**src/rtl/fetch_queue_ctrl_if.sv**
```systemverilog
// Fetch-to-ROM and fetch-to-decode signal bundle for fetch_queue_ctrl.
// master = the fetch controller, slave = ROM/decode/branch environment.
interface fetch_queue_ctrl_if #(
  parameter int ADDR_WIDTH = 32,
  parameter int DEPTH      = 4
);
  localparam int CW = $clog2(DEPTH) + 1;

  logic [ADDR_WIDTH-1:0] imem_addr;
  logic [31:0]           imem_rd;
  logic                  redirect_en;
  logic [ADDR_WIDTH-1:0] redirect_pc;
  logic                  out_valid;
  logic                  out_ready;
  logic [31:0]           out_instr;
  logic [ADDR_WIDTH-1:0] out_pc;
  logic [ADDR_WIDTH-1:0] out_pc_plus4;
  logic [CW-1:0]         count;
  logic                  fault;

  modport master (
    output imem_addr,
    input  imem_rd,
    input  redirect_en,
    input  redirect_pc,
    output out_valid,
    input  out_ready,
    output out_instr,
    output out_pc,
    output out_pc_plus4,
    output count,
    output fault
  );

  modport slave (
    input  imem_addr,
    output imem_rd,
    output redirect_en,
    output redirect_pc,
    input  out_valid,
    output out_ready,
    input  out_instr,
    input  out_pc,
    input  out_pc_plus4,
    input  count,
    input  fault
  );
endinterface

```
**src/rtl/fetch_queue_ctrl.sv**
```systemverilog
// Fetch sequencer: owns the fetch PC, reads the boot ROM with zero wait states
// and queues {pc, instr} pairs in order for decode; supports redirect flush.
module fetch_queue_ctrl #(
  parameter int                    ADDR_WIDTH = 32,
  parameter int                    DEPTH      = 4,
  parameter logic [ADDR_WIDTH-1:0] RESET_PC   = 32'hBFC00000,
  parameter logic [ADDR_WIDTH-1:0] ROM_BASE   = 32'hBFC00000,
  parameter logic [ADDR_WIDTH-1:0] ROM_LAST   = 32'hBFC00FFC
) (
  input logic              clk,
  input logic              rst,
  fetch_queue_ctrl_if.master bus
);
  localparam int PW = $clog2(DEPTH);
  localparam int CW = PW + 1;

  logic [ADDR_WIDTH-1:0] fetch_pc;
  logic [PW-1:0]         wr_ptr;
  logic [PW-1:0]         rd_ptr;
  logic [CW-1:0]         count;
  logic [ADDR_WIDTH-1:0] mem_pc    [DEPTH];
  logic [31:0]           mem_instr [DEPTH];

  logic legal;
  logic full;
  logic valid;
  logic deq;
  logic enq;

  always_comb begin
    legal = (fetch_pc[1:0] == 2'b00) && (fetch_pc >= ROM_BASE) && (fetch_pc <= ROM_LAST);
    full  = (count == CW'(DEPTH));
    valid = (count != '0) && !bus.redirect_en;
    deq   = valid && bus.out_ready;
    // A full queue still accepts a new word when the head leaves this cycle.
    enq   = legal && !bus.redirect_en && (!full || deq);
  end

  always_ff @(posedge clk) begin
    if (rst) begin
      fetch_pc <= RESET_PC;
      wr_ptr   <= '0;
      rd_ptr   <= '0;
      count    <= '0;
    end else if (bus.redirect_en) begin
      fetch_pc <= bus.redirect_pc;
      wr_ptr   <= '0;
      rd_ptr   <= '0;
      count    <= '0;
    end else begin
      if (enq) begin
        wr_ptr   <= wr_ptr + PW'(1);
        fetch_pc <= fetch_pc + ADDR_WIDTH'(4);
      end
      if (deq) begin
        rd_ptr <= rd_ptr + PW'(1);
      end
      if (enq && !deq) begin
        count <= count + CW'(1);
      end else if (deq && !enq) begin
        count <= count - CW'(1);
      end
    end
  end

  // Storage carries no reset; entries are only observed while count is non-zero.
  always_ff @(posedge clk) begin
    if (enq && !rst) begin
      mem_pc[wr_ptr]    <= fetch_pc;
      mem_instr[wr_ptr] <= bus.imem_rd;
    end
  end

  always_comb begin
    bus.imem_addr    = fetch_pc;
    bus.out_valid    = valid;
    bus.out_instr    = mem_instr[rd_ptr];
    bus.out_pc       = mem_pc[rd_ptr];
    bus.out_pc_plus4 = mem_pc[rd_ptr] + ADDR_WIDTH'(4);
    bus.count        = count;
    bus.fault        = !legal;
  end
endmodule
```
**src/flat_wrapper.sv**
```systemverilog
// flat-port wrapper written by rule: the top's interface ports become plain ports
module fetch_queue_ctrl_flat 
#(
  parameter int                    ADDR_WIDTH = 32,
  parameter int                    DEPTH      = 4,
  parameter logic [ADDR_WIDTH-1:0] RESET_PC   = 32'hBFC00000,
  parameter logic [ADDR_WIDTH-1:0] ROM_BASE   = 32'hBFC00000,
  parameter logic [ADDR_WIDTH-1:0] ROM_LAST   = 32'hBFC00FFC
)
  (clk, rst, bus_imem_addr, bus_imem_rd, bus_redirect_en, bus_redirect_pc, bus_out_valid, bus_out_ready, bus_out_instr, bus_out_pc, bus_out_pc_plus4, bus_count, bus_fault);
  fetch_queue_ctrl_if #(.ADDR_WIDTH(ADDR_WIDTH), .DEPTH(DEPTH)) bus_i ();
  input logic clk;
  input logic rst;
  output wire logic [$bits(bus_i.imem_addr)-1:0] bus_imem_addr;
  input wire logic [$bits(bus_i.imem_rd)-1:0] bus_imem_rd;
  input wire logic [$bits(bus_i.redirect_en)-1:0] bus_redirect_en;
  input wire logic [$bits(bus_i.redirect_pc)-1:0] bus_redirect_pc;
  output wire logic [$bits(bus_i.out_valid)-1:0] bus_out_valid;
  input wire logic [$bits(bus_i.out_ready)-1:0] bus_out_ready;
  output wire logic [$bits(bus_i.out_instr)-1:0] bus_out_instr;
  output wire logic [$bits(bus_i.out_pc)-1:0] bus_out_pc;
  output wire logic [$bits(bus_i.out_pc_plus4)-1:0] bus_out_pc_plus4;
  output wire logic [$bits(bus_i.count)-1:0] bus_count;
  output wire logic [$bits(bus_i.fault)-1:0] bus_fault;
  assign bus_imem_addr = bus_i.imem_addr;
  assign bus_i.imem_rd = bus_imem_rd;
  assign bus_i.redirect_en = bus_redirect_en;
  assign bus_i.redirect_pc = bus_redirect_pc;
  assign bus_out_valid = bus_i.out_valid;
  assign bus_i.out_ready = bus_out_ready;
  assign bus_out_instr = bus_i.out_instr;
  assign bus_out_pc = bus_i.out_pc;
  assign bus_out_pc_plus4 = bus_i.out_pc_plus4;
  assign bus_count = bus_i.count;
  assign bus_fault = bus_i.fault;
  fetch_queue_ctrl #(.ADDR_WIDTH(ADDR_WIDTH), .DEPTH(DEPTH), .RESET_PC(RESET_PC), .ROM_BASE(ROM_BASE), .ROM_LAST(ROM_LAST)) u_core (.clk(clk), .rst(rst), .bus(bus_i));
endmodule
```
**config.mk**
```make
export PLATFORM = sky130hd
export DESIGN_NAME = fetch_queue_ctrl_flat
export DESIGN_NICKNAME = d
export VERILOG_FILES = /design/src/rtl/fetch_queue_ctrl_if.sv /design/src/rtl/fetch_queue_ctrl.sv /design/src/flat_wrapper.sv
export SDC_FILE = /design/constraint.sdc
export NUM_CORES = 1
export LEC_CHECK = 0
export CAP_MARGIN = 20
export CORE_AREA = 2 2 164 166
export DETAILED_ROUTE_END_ITERATION = 10
export DIE_AREA = 0 0 166 168
export HOLD_SLACK_MARGIN = 0.08
export PLACE_DENSITY_LB_ADDON = 0.12
export SYNTH_ARGS = -nofsm -noshare
export SYNTH_HDL_FRONTEND = slang
export SYNTH_SLANG_ARGS = --single-unit
```
**constraint.sdc**
```tcl
create_clock -name clk -period 8.48 [get_ports clk]
set_input_delay 1.696 -clock clk [delete_from_list [all_inputs] [get_ports clk]]
set_output_delay 1.696 -clock clk [all_outputs]
set_load 0.01 [all_outputs]
```
==> results by group, run 1 <==
Critical path
  – WP data required: roughly 6.8 ns
  – Arrival @ worst endpoint: around 4.4 ns
  – Crit Path Class: reg2out
  – Worst R2R End: u_core.mem_instr[3][23]
  – Worst reg2reg startpoint: u_core.bus.imem_addr[13]
  – Critical Path Sink Type: output port
  – R2R cell count: 4
  – Crit path max fanout: 33
  – R2R Setup Slk: slightly above 5 ns
  – Startpoint type of the worst setup path: flip-flop
  – Critical Path End: bus_out_pc_plus4[22]

Die
  – Die height: 168 µm
  – Core Rows: 60
  – I/O pins: 201
  – Chip width: 166 µm
  – Core ar.: 26,400 µm²
  – Die area: 27,900 µm²
  – Initial Util: between 40% and 50%

Cells and area
  – Post-layout util: a little under three fifths
  – Nets: 905
  – Fraction of layout cells with a size suffix above 1: 14.3%
  – Finished Cell Area: 15,000 µm²
  – Multi-input gate area: about 3000 µm²
  – Sequential Area: 8520 µm²
  – Area Overhead vs Synth: 28.5%
  – FILL cells: 2,017
  – ANT cells: 0

STA
  – Worst Tran Pin Value: 1.06 ns
  – Clock skew: 0.0114 ns
  – Fin. max-slew vios: 0
  – Setup-failing EPs final: 0
  – Peak Freq: 0.165 GHz
  – Fin Setup TNS: 0 ns
  – Post-route minimum period: 6.06 ns
  – Final Cycle Share: 71.5%
  – Final count of hold timing violations: 0
  – Min Hold Slack: 0.526 ns
  – RSZ-0062 raised after global routing: no
  – Slew margin rel.: 29.1%

Clock tree
  – # resized after CTS: 0
  – Root Driver: clkbuf_16
  – Clk buf depth: 3
  – Latest clock arrival within the worst-skew pair: 0.54 ns
  – Clk slew on worst S/H paths: approximately 0.060 ns
  – Cts-stage hold buffer count: 0
  – Clock H-tree levels: 1
  – CTS tree: done
  – Clk sinks: 297
  – Postcts setup bufs: 0
  – Num CTS Buffers: 30

Synth
  – Flops & latches, synth: 297
  – Total nets after synthesis: 698
  – Top cell type by total area after synthesis: edfxtp_1
  – Ys Warns: 0
  – Post-synth ARST share: 0%
  – Mapped Cells: approximately 620
  – Most used DFF post-synth: edfxtp_1
  – Syn_area_per_cell: ~19 µm²
  – Post-synth top area share: 65.9%
  – Number of synthesized flops with an enable pin: 256
  – Netlist Area Pre-Place: 11,700 µm²
  – Top cells by count, synth: edfxtp_1, mux4_2, dfxtp_1
  – Most frequent cell after synthesis: edfxtp_1
  – Synth cell types: 43
  – Seq/Total Area, Yosys: between 70% and 80%
  – Synth top area cells: edfxtp_1, mux4_2, dfxtp_1, xnor2_1, xor2_1

Worst hold path
  – Hold path startpoint: u_core.rd_ptr[1]
  – Hold Path Class: reg2reg

Power and ir drop
  – Leak pwr: 4.79 nW
  – Pwr dens: 200 nW/µm²
  – Peak VDD IR: around 0.14 mV

Drt
  – Detailed-route via count: 6,619
  – DRT Pass-1 Iters: 4
  – First DRT Iteration DRCs: 495
  – WL/cell: between 20 and 25 µm
  – Residual DRC: 0
  – Drt total wl: 27.1 mm
  – Antenna viol nets, final: 0
  – Via/cell ratio: 5.55

Global route
  – Initial antenna violation count: 1
  – Largest net degree at the start of global routing: 65
  – Via count of the first global-routing pass: 7,075
  – First-pass GRT wire length: 41.3 mm
  – Gr ovfl total: 0
  – Tot GR Track Use: between 15 and 20%

Place
  – Port bufs: 200
  – Gpl congestion: about 0.76
  – Post-DP Area: ~14,000 µm²
  – DP Wirelength: 17.3 mm

Outcome
  – Status: finished clean

Job
  – Max-cap violations: 0
==> cell type report <==
type                       instances  area share, %
sequential                       297           56.8
multi-input combinational        284           20.0
timing repair buffer             204           13.6
clock buffer                      51           6.35
tap                              341           2.85
inverter                          11          0.276
clock inverter                     5          0.159
==> state kept, by name, summed over array words and instances (netlist names), named ones only <==
signal and flops:
u_core.bus.count 3, u_core.bus.imem_addr 32, u_core.mem_instr 128, u_core.mem_pc 128
u_core.rd_ptr 2, u_core.wr_ptr 2
==> worst min-delay path by stage <==
stage | endpoint | slack [ns] | cells after the start
after floorplan | flip-flop | 0.48 | 2
after global placement | u_core.bus.count[2] | 0.50 | 2
after detailed placement | flip-flop | 0.52 | 2
after CTS | u_core.rd_ptr[1] | 0.53 | 2
after global routing | u_core.mem_pc[1][26] | 0.57 | 0
final | u_core.rd_ptr[1] | 0.53 | 2
==> routing by layer <==
metal | GRT usage (%) | share of wire, % | vias to the layer above
li1 | - | - | 2929
met1 | 25.2 | 42 | 3411
met2 | 33.0 | 50 | 245
met3 | 3.86 | 6.3 | 32
met4 | 5.44 | 1.7 | 2
met5 | 0 | 0.044 | -
==> critical path, stage by stage (launching register included) <==
cell             delay (ns)
dfxtp_4                0.79
buf_4                  0.67
mux4_2                 0.65
ha_1                   0.28
and3_1                 0.36
and4_1                 0.32
xor2_1                 0.15
clkdlybuf4s50_1        0.56
==> layout by cell type (no fill, tap or decap), types with 3 or more instances in the layout <==
master | Yosys | final
nand4_1 | 13 | 13
mux2i_1 | 8 | 8
dfxtp_1 | 41 | 39
and3_1 | 10 | 6
xor2_1 | 13 | 13
or4_1 | 5 | 5
or3_1 | 3 | 3
a311oi_1 | 6 | 6
nor2_1 | 28 | 28
a211oi_1 | 3 | 3
nand2_1 | 17 | 17
clkbuf_8 | 0 | 8
edfxtp_1 | 256 | 256
ha_1 | 8 | 8
mux4_2 | 64 | 64
inv_1 | 11 | 11
clkbuf_1 | 14 | 11
and3_4 | 0 | 4
a211o_1 | 9 | 9
nand3_1 | 15 | 15
nor2b_1 | 10 | 10
clkinv_2 | 0 | 4
o31ai_1 | 3 | 3
and4_1 | 7 | 7
buf_4 | 5 | 4
and2_1 | 7 | 7
nor4_1 | 8 | 8
clkbuf_16 | 0 | 32
clkdlybuf4s50_1 | 0 | 200
a22o_1 | 7 | 7
xnor2_1 | 22 | 22
==> kinds of logic after synthesis <==
family	share of synthesized area (%)
flops	73.0
simple gates	6.22
mux	13.0
buf+inv	1.55
compound gates	2.55
xor+xnor	2.63
fa+ha+maj	1.03
==> metrics by stage <==
| stage | setup WS, ns | total power [W] | std cells |
|---|---|---|---|
| 6_report | 2.42 | 0.00299 | 1193 |
| 3_3_place_gp | 2.87 | 0.00175 | 1137 |
| 3_5_place_dp | 2.88 | 0.00176 | 1137 |
| 5_1_grt | 2.09 | 0.00309 | 1193 |
| 4_1_cts | 2.29 | 0.00302 | 1193 |
| 2_1_floorplan | 4.24 | 0.00168 | 621 |
==> where the power goes <==
| group | leakage (nW) | internal, W | switching (W) |
|---|---|---|---|
| logic | 1.66 | 0.0000607 | 0.0000454 |
| clock network | 0.482 | 0.000758 | 0.000510 |
| registers | 2.64 | 0.00160 | 0.0000239 |
(Power assumes the default switching activity.)
==> inputs of run 2 (changes only) <==
clock period = 4.9 ns   (was 8.48 ns; I/O delays follow)
==> run 2 against run 1 <==
  * Critical path type unchanged
  * Non-clock buffer count increased by 7
  * Cell area increased by 0.38%
  * Count of clock-buffer cells in the layout decreased by 12
  * Die area unchanged
  * Critical path depth unchanged
  * Critical endpoint is now bus_out_pc_plus4[31]
  * Register-to-register slack got worse by 3.6 ns
  * Clock power increased by 74%
  * Combinational power increased by 74%
  * Via count decreased by 0.79%
  * Largest power group unchanged
==> results by group, run 2 (synthesis results as in run 1) <==
Outcome
  – Status: finished clean

STA
  – Setup-failing EPs final: 0
  – Fin Setup TNS: 0 ns
  – Fin. max-slew vios: 0
  – Final count of hold timing violations: 0
  – Setup ws final: approximately 0.17 ns
  – Peak Freq: 0.212 GHz
  – Final Cycle Share: between 90% and 100%
  – Clock skew: approximately 0.017 ns
  – Post-route minimum period: 4.73 ns
  – Worst Tran Pin Value: ~1.1 ns
  – Slew margin rel.: 29.8%
  – RSZ-0062 raised after global routing: no

Die
  – Die area: 27,900 µm²
  – Core ar.: 26,400 µm²
  – Initial Util: between 40% and 50%
  – Die height: 168 µm
  – Core Rows: 60
  – Chip width: approximately 170 µm
  – I/O pins: 201

Clock tree
  – Postcts setup bufs: 1
  – Clk sinks: 297
  – Cts-stage hold buffer count: 0
  – CTS tree: done
  – Clock H-tree levels: 1
  – # resized after CTS: 0
  – Root Driver: clkbuf_16
  – Num CTS Buffers: 31
  – Clk buf depth: 3
  – Clk slew on worst S/H paths: around 0.060 ns
  – Latest clock arrival within the worst-skew pair: approximately 0.55 ns

Drt
  – Via/cell ratio: 5.46
  – WL/cell: 22.6 µm
  – Antenna viol nets, final: 0
  – Drt total wl: 27.2 mm
  – DRT Pass-1 Iters: 5
  – First DRT Iteration DRCs: 364
  – Residual DRC: 0
  – Detailed-route via count: 6,567

Global route
  – Via count of the first global-routing pass: 6,901
  – First-pass GRT wire length: around 40 mm
  – Gr ovfl total: 0
  – Initial antenna violation count: 0
  – Largest net degree at the start of global routing: 65
  – Tot GR Track Use: between 10% and 20%

Place
  – Gpl congestion: slightly above 0.8
  – DP Wirelength: 17.5 mm
  – DP Worst Slack: a little under 0.6 ns
  – Placed Cells: 1,143
  – Port bufs: 200

Critical path
  – Critical Path End: bus_out_pc_plus4[31]
  – Crit path max fanout: 36
  – R2R cell count: 4
  – Worst reg2reg startpoint: u_core.bus.imem_addr[23]
  – Arrival @ worst endpoint: 3.75 ns
  – Startpoint type of the worst setup path: flip-flop
  – R2R Setup Slk: roughly 1.4 ns
  – Critical Path Sink Type: output port
  – WP data required: 3.92 ns
  – Crit Path Class: reg2out
  – Worst R2R End: u_core.mem_instr[1][15]

Job
  – Max-cap violations: 0

Power and ir drop
  – Leak pwr: ~4.8 nW
  – Pwr dens: approximately 350 nW/µm²
  – Switching Power: 0.00105 W
  – Peak VDD IR: roughly 0.23 mV
  – Clock power frac: 42.5%
  – Switching share of power: between 20% and 30%
  – Seq pwr share: 53.9%
  – Power Internal: 0.00415 W
  – Comb pwr share: 3.5%

Cells and area
  – Area Overhead vs Synth: 29.0%
  – Most common cell after layout, fill and taps aside: edfxtp_1
  – ANT cells: 0
  – Commonest non-fill, non-tap cells in the layout: edfxtp_1, clkdlybuf4s50_1, mux4_2
  – Fraction of layout cells with a size suffix above 1: 15.3%
  – Filler-free cell count of the finished design: 1,202
  – Nets: 913

Worst hold path
  – Hold Path Class: reg2reg
  – Hold Path Depth: 2
-- run 2: changes by cell type in the layout (fill, tap and decap cells not counted), sizes merged --
| cell | change |
|---|---|
| clkinv | +9 |
| inv | +2 |
| buf | +7 |
| clkinvlp | +1 |
| bufinv | +2 |
| clkbuf | -12 |
-- run 2: worst min-delay path by stage --
stage	to	startpoint
2_1_floorplan	flip-flop	u_core.rd_ptr[1]
3_3_place_gp	u_core.bus.count[2]	u_core.bus.count[2]
3_5_place_dp	u_core.rd_ptr[0]	u_core.rd_ptr[0]
4_1_cts	u_core.rd_ptr[0]	u_core.rd_ptr[0]
5_1_grt	u_core.mem_pc[3][26]	u_core.bus.imem_addr[26]
6_report	u_core.rd_ptr[0]	u_core.rd_ptr[0]
-- run 2: final cells by class --
cell class              instances  area [µm²]
clock buffers                  39         816
clock inverters                19         153
fillers                      2023       11300
inverters                      11        41.3
multi-input cells             284        2990
flip-flops and latches        297        8520
well taps                     341         427
repair buffers                211        2100
-- run 2: layer usage --
| metal | vias up | wire, µm | GRT usage [%] |
|---|---|---|---|
| li1 | 2946 | - | - |
| met1 | 3348 | 11400 | 25.3 |
| met2 | 231 | 13500 | 32.7 |
| met3 | 42 | 1730 | 3.88 |
| met4 | 0 | 521 | 5.29 |
| met5 | - | 0 | 0 |
-- run 2: power by group through the flow --
stage / Combinational [W] / Sequential [W] / Clock, W
after global routing: 0.000198 / 0.00281 / 0.00236
final: 0.000184 / 0.00281 / 0.00221
after floorplan: 0.0000529 / 0.00285 / 0
after detailed placement: 0.000184 / 0.00286 / 0
after global placement: 0.000179 / 0.00286 / 0
after CTS: 0.000185 / 0.00280 / 0.00226
-- run 2: metrics by stage --
step	power (W)	utilization (%)	area, µm²	hold WS (ns)
floorplan	0.00290	-	11700	0.485
CTS	0.00525	57.1	15000	0.540
detailed placement	0.00304	53.3	14100	0.524
global placement	0.00303	53.3	14100	0.503
global route	0.00536	57.1	15000	0.569
finish	0.00520	57.1	15000	0.536
-- run 2: worst max-delay path: stages (launching register included) --
cell and delay (ns):
dfxtp_4 0.73, buf_4 0.42, mux4_2 0.34, and4_1 0.28, nand2_1 0.07, nor4_1 0.54, xor2_1 0.21, clkdlybuf4s50_1 0.56
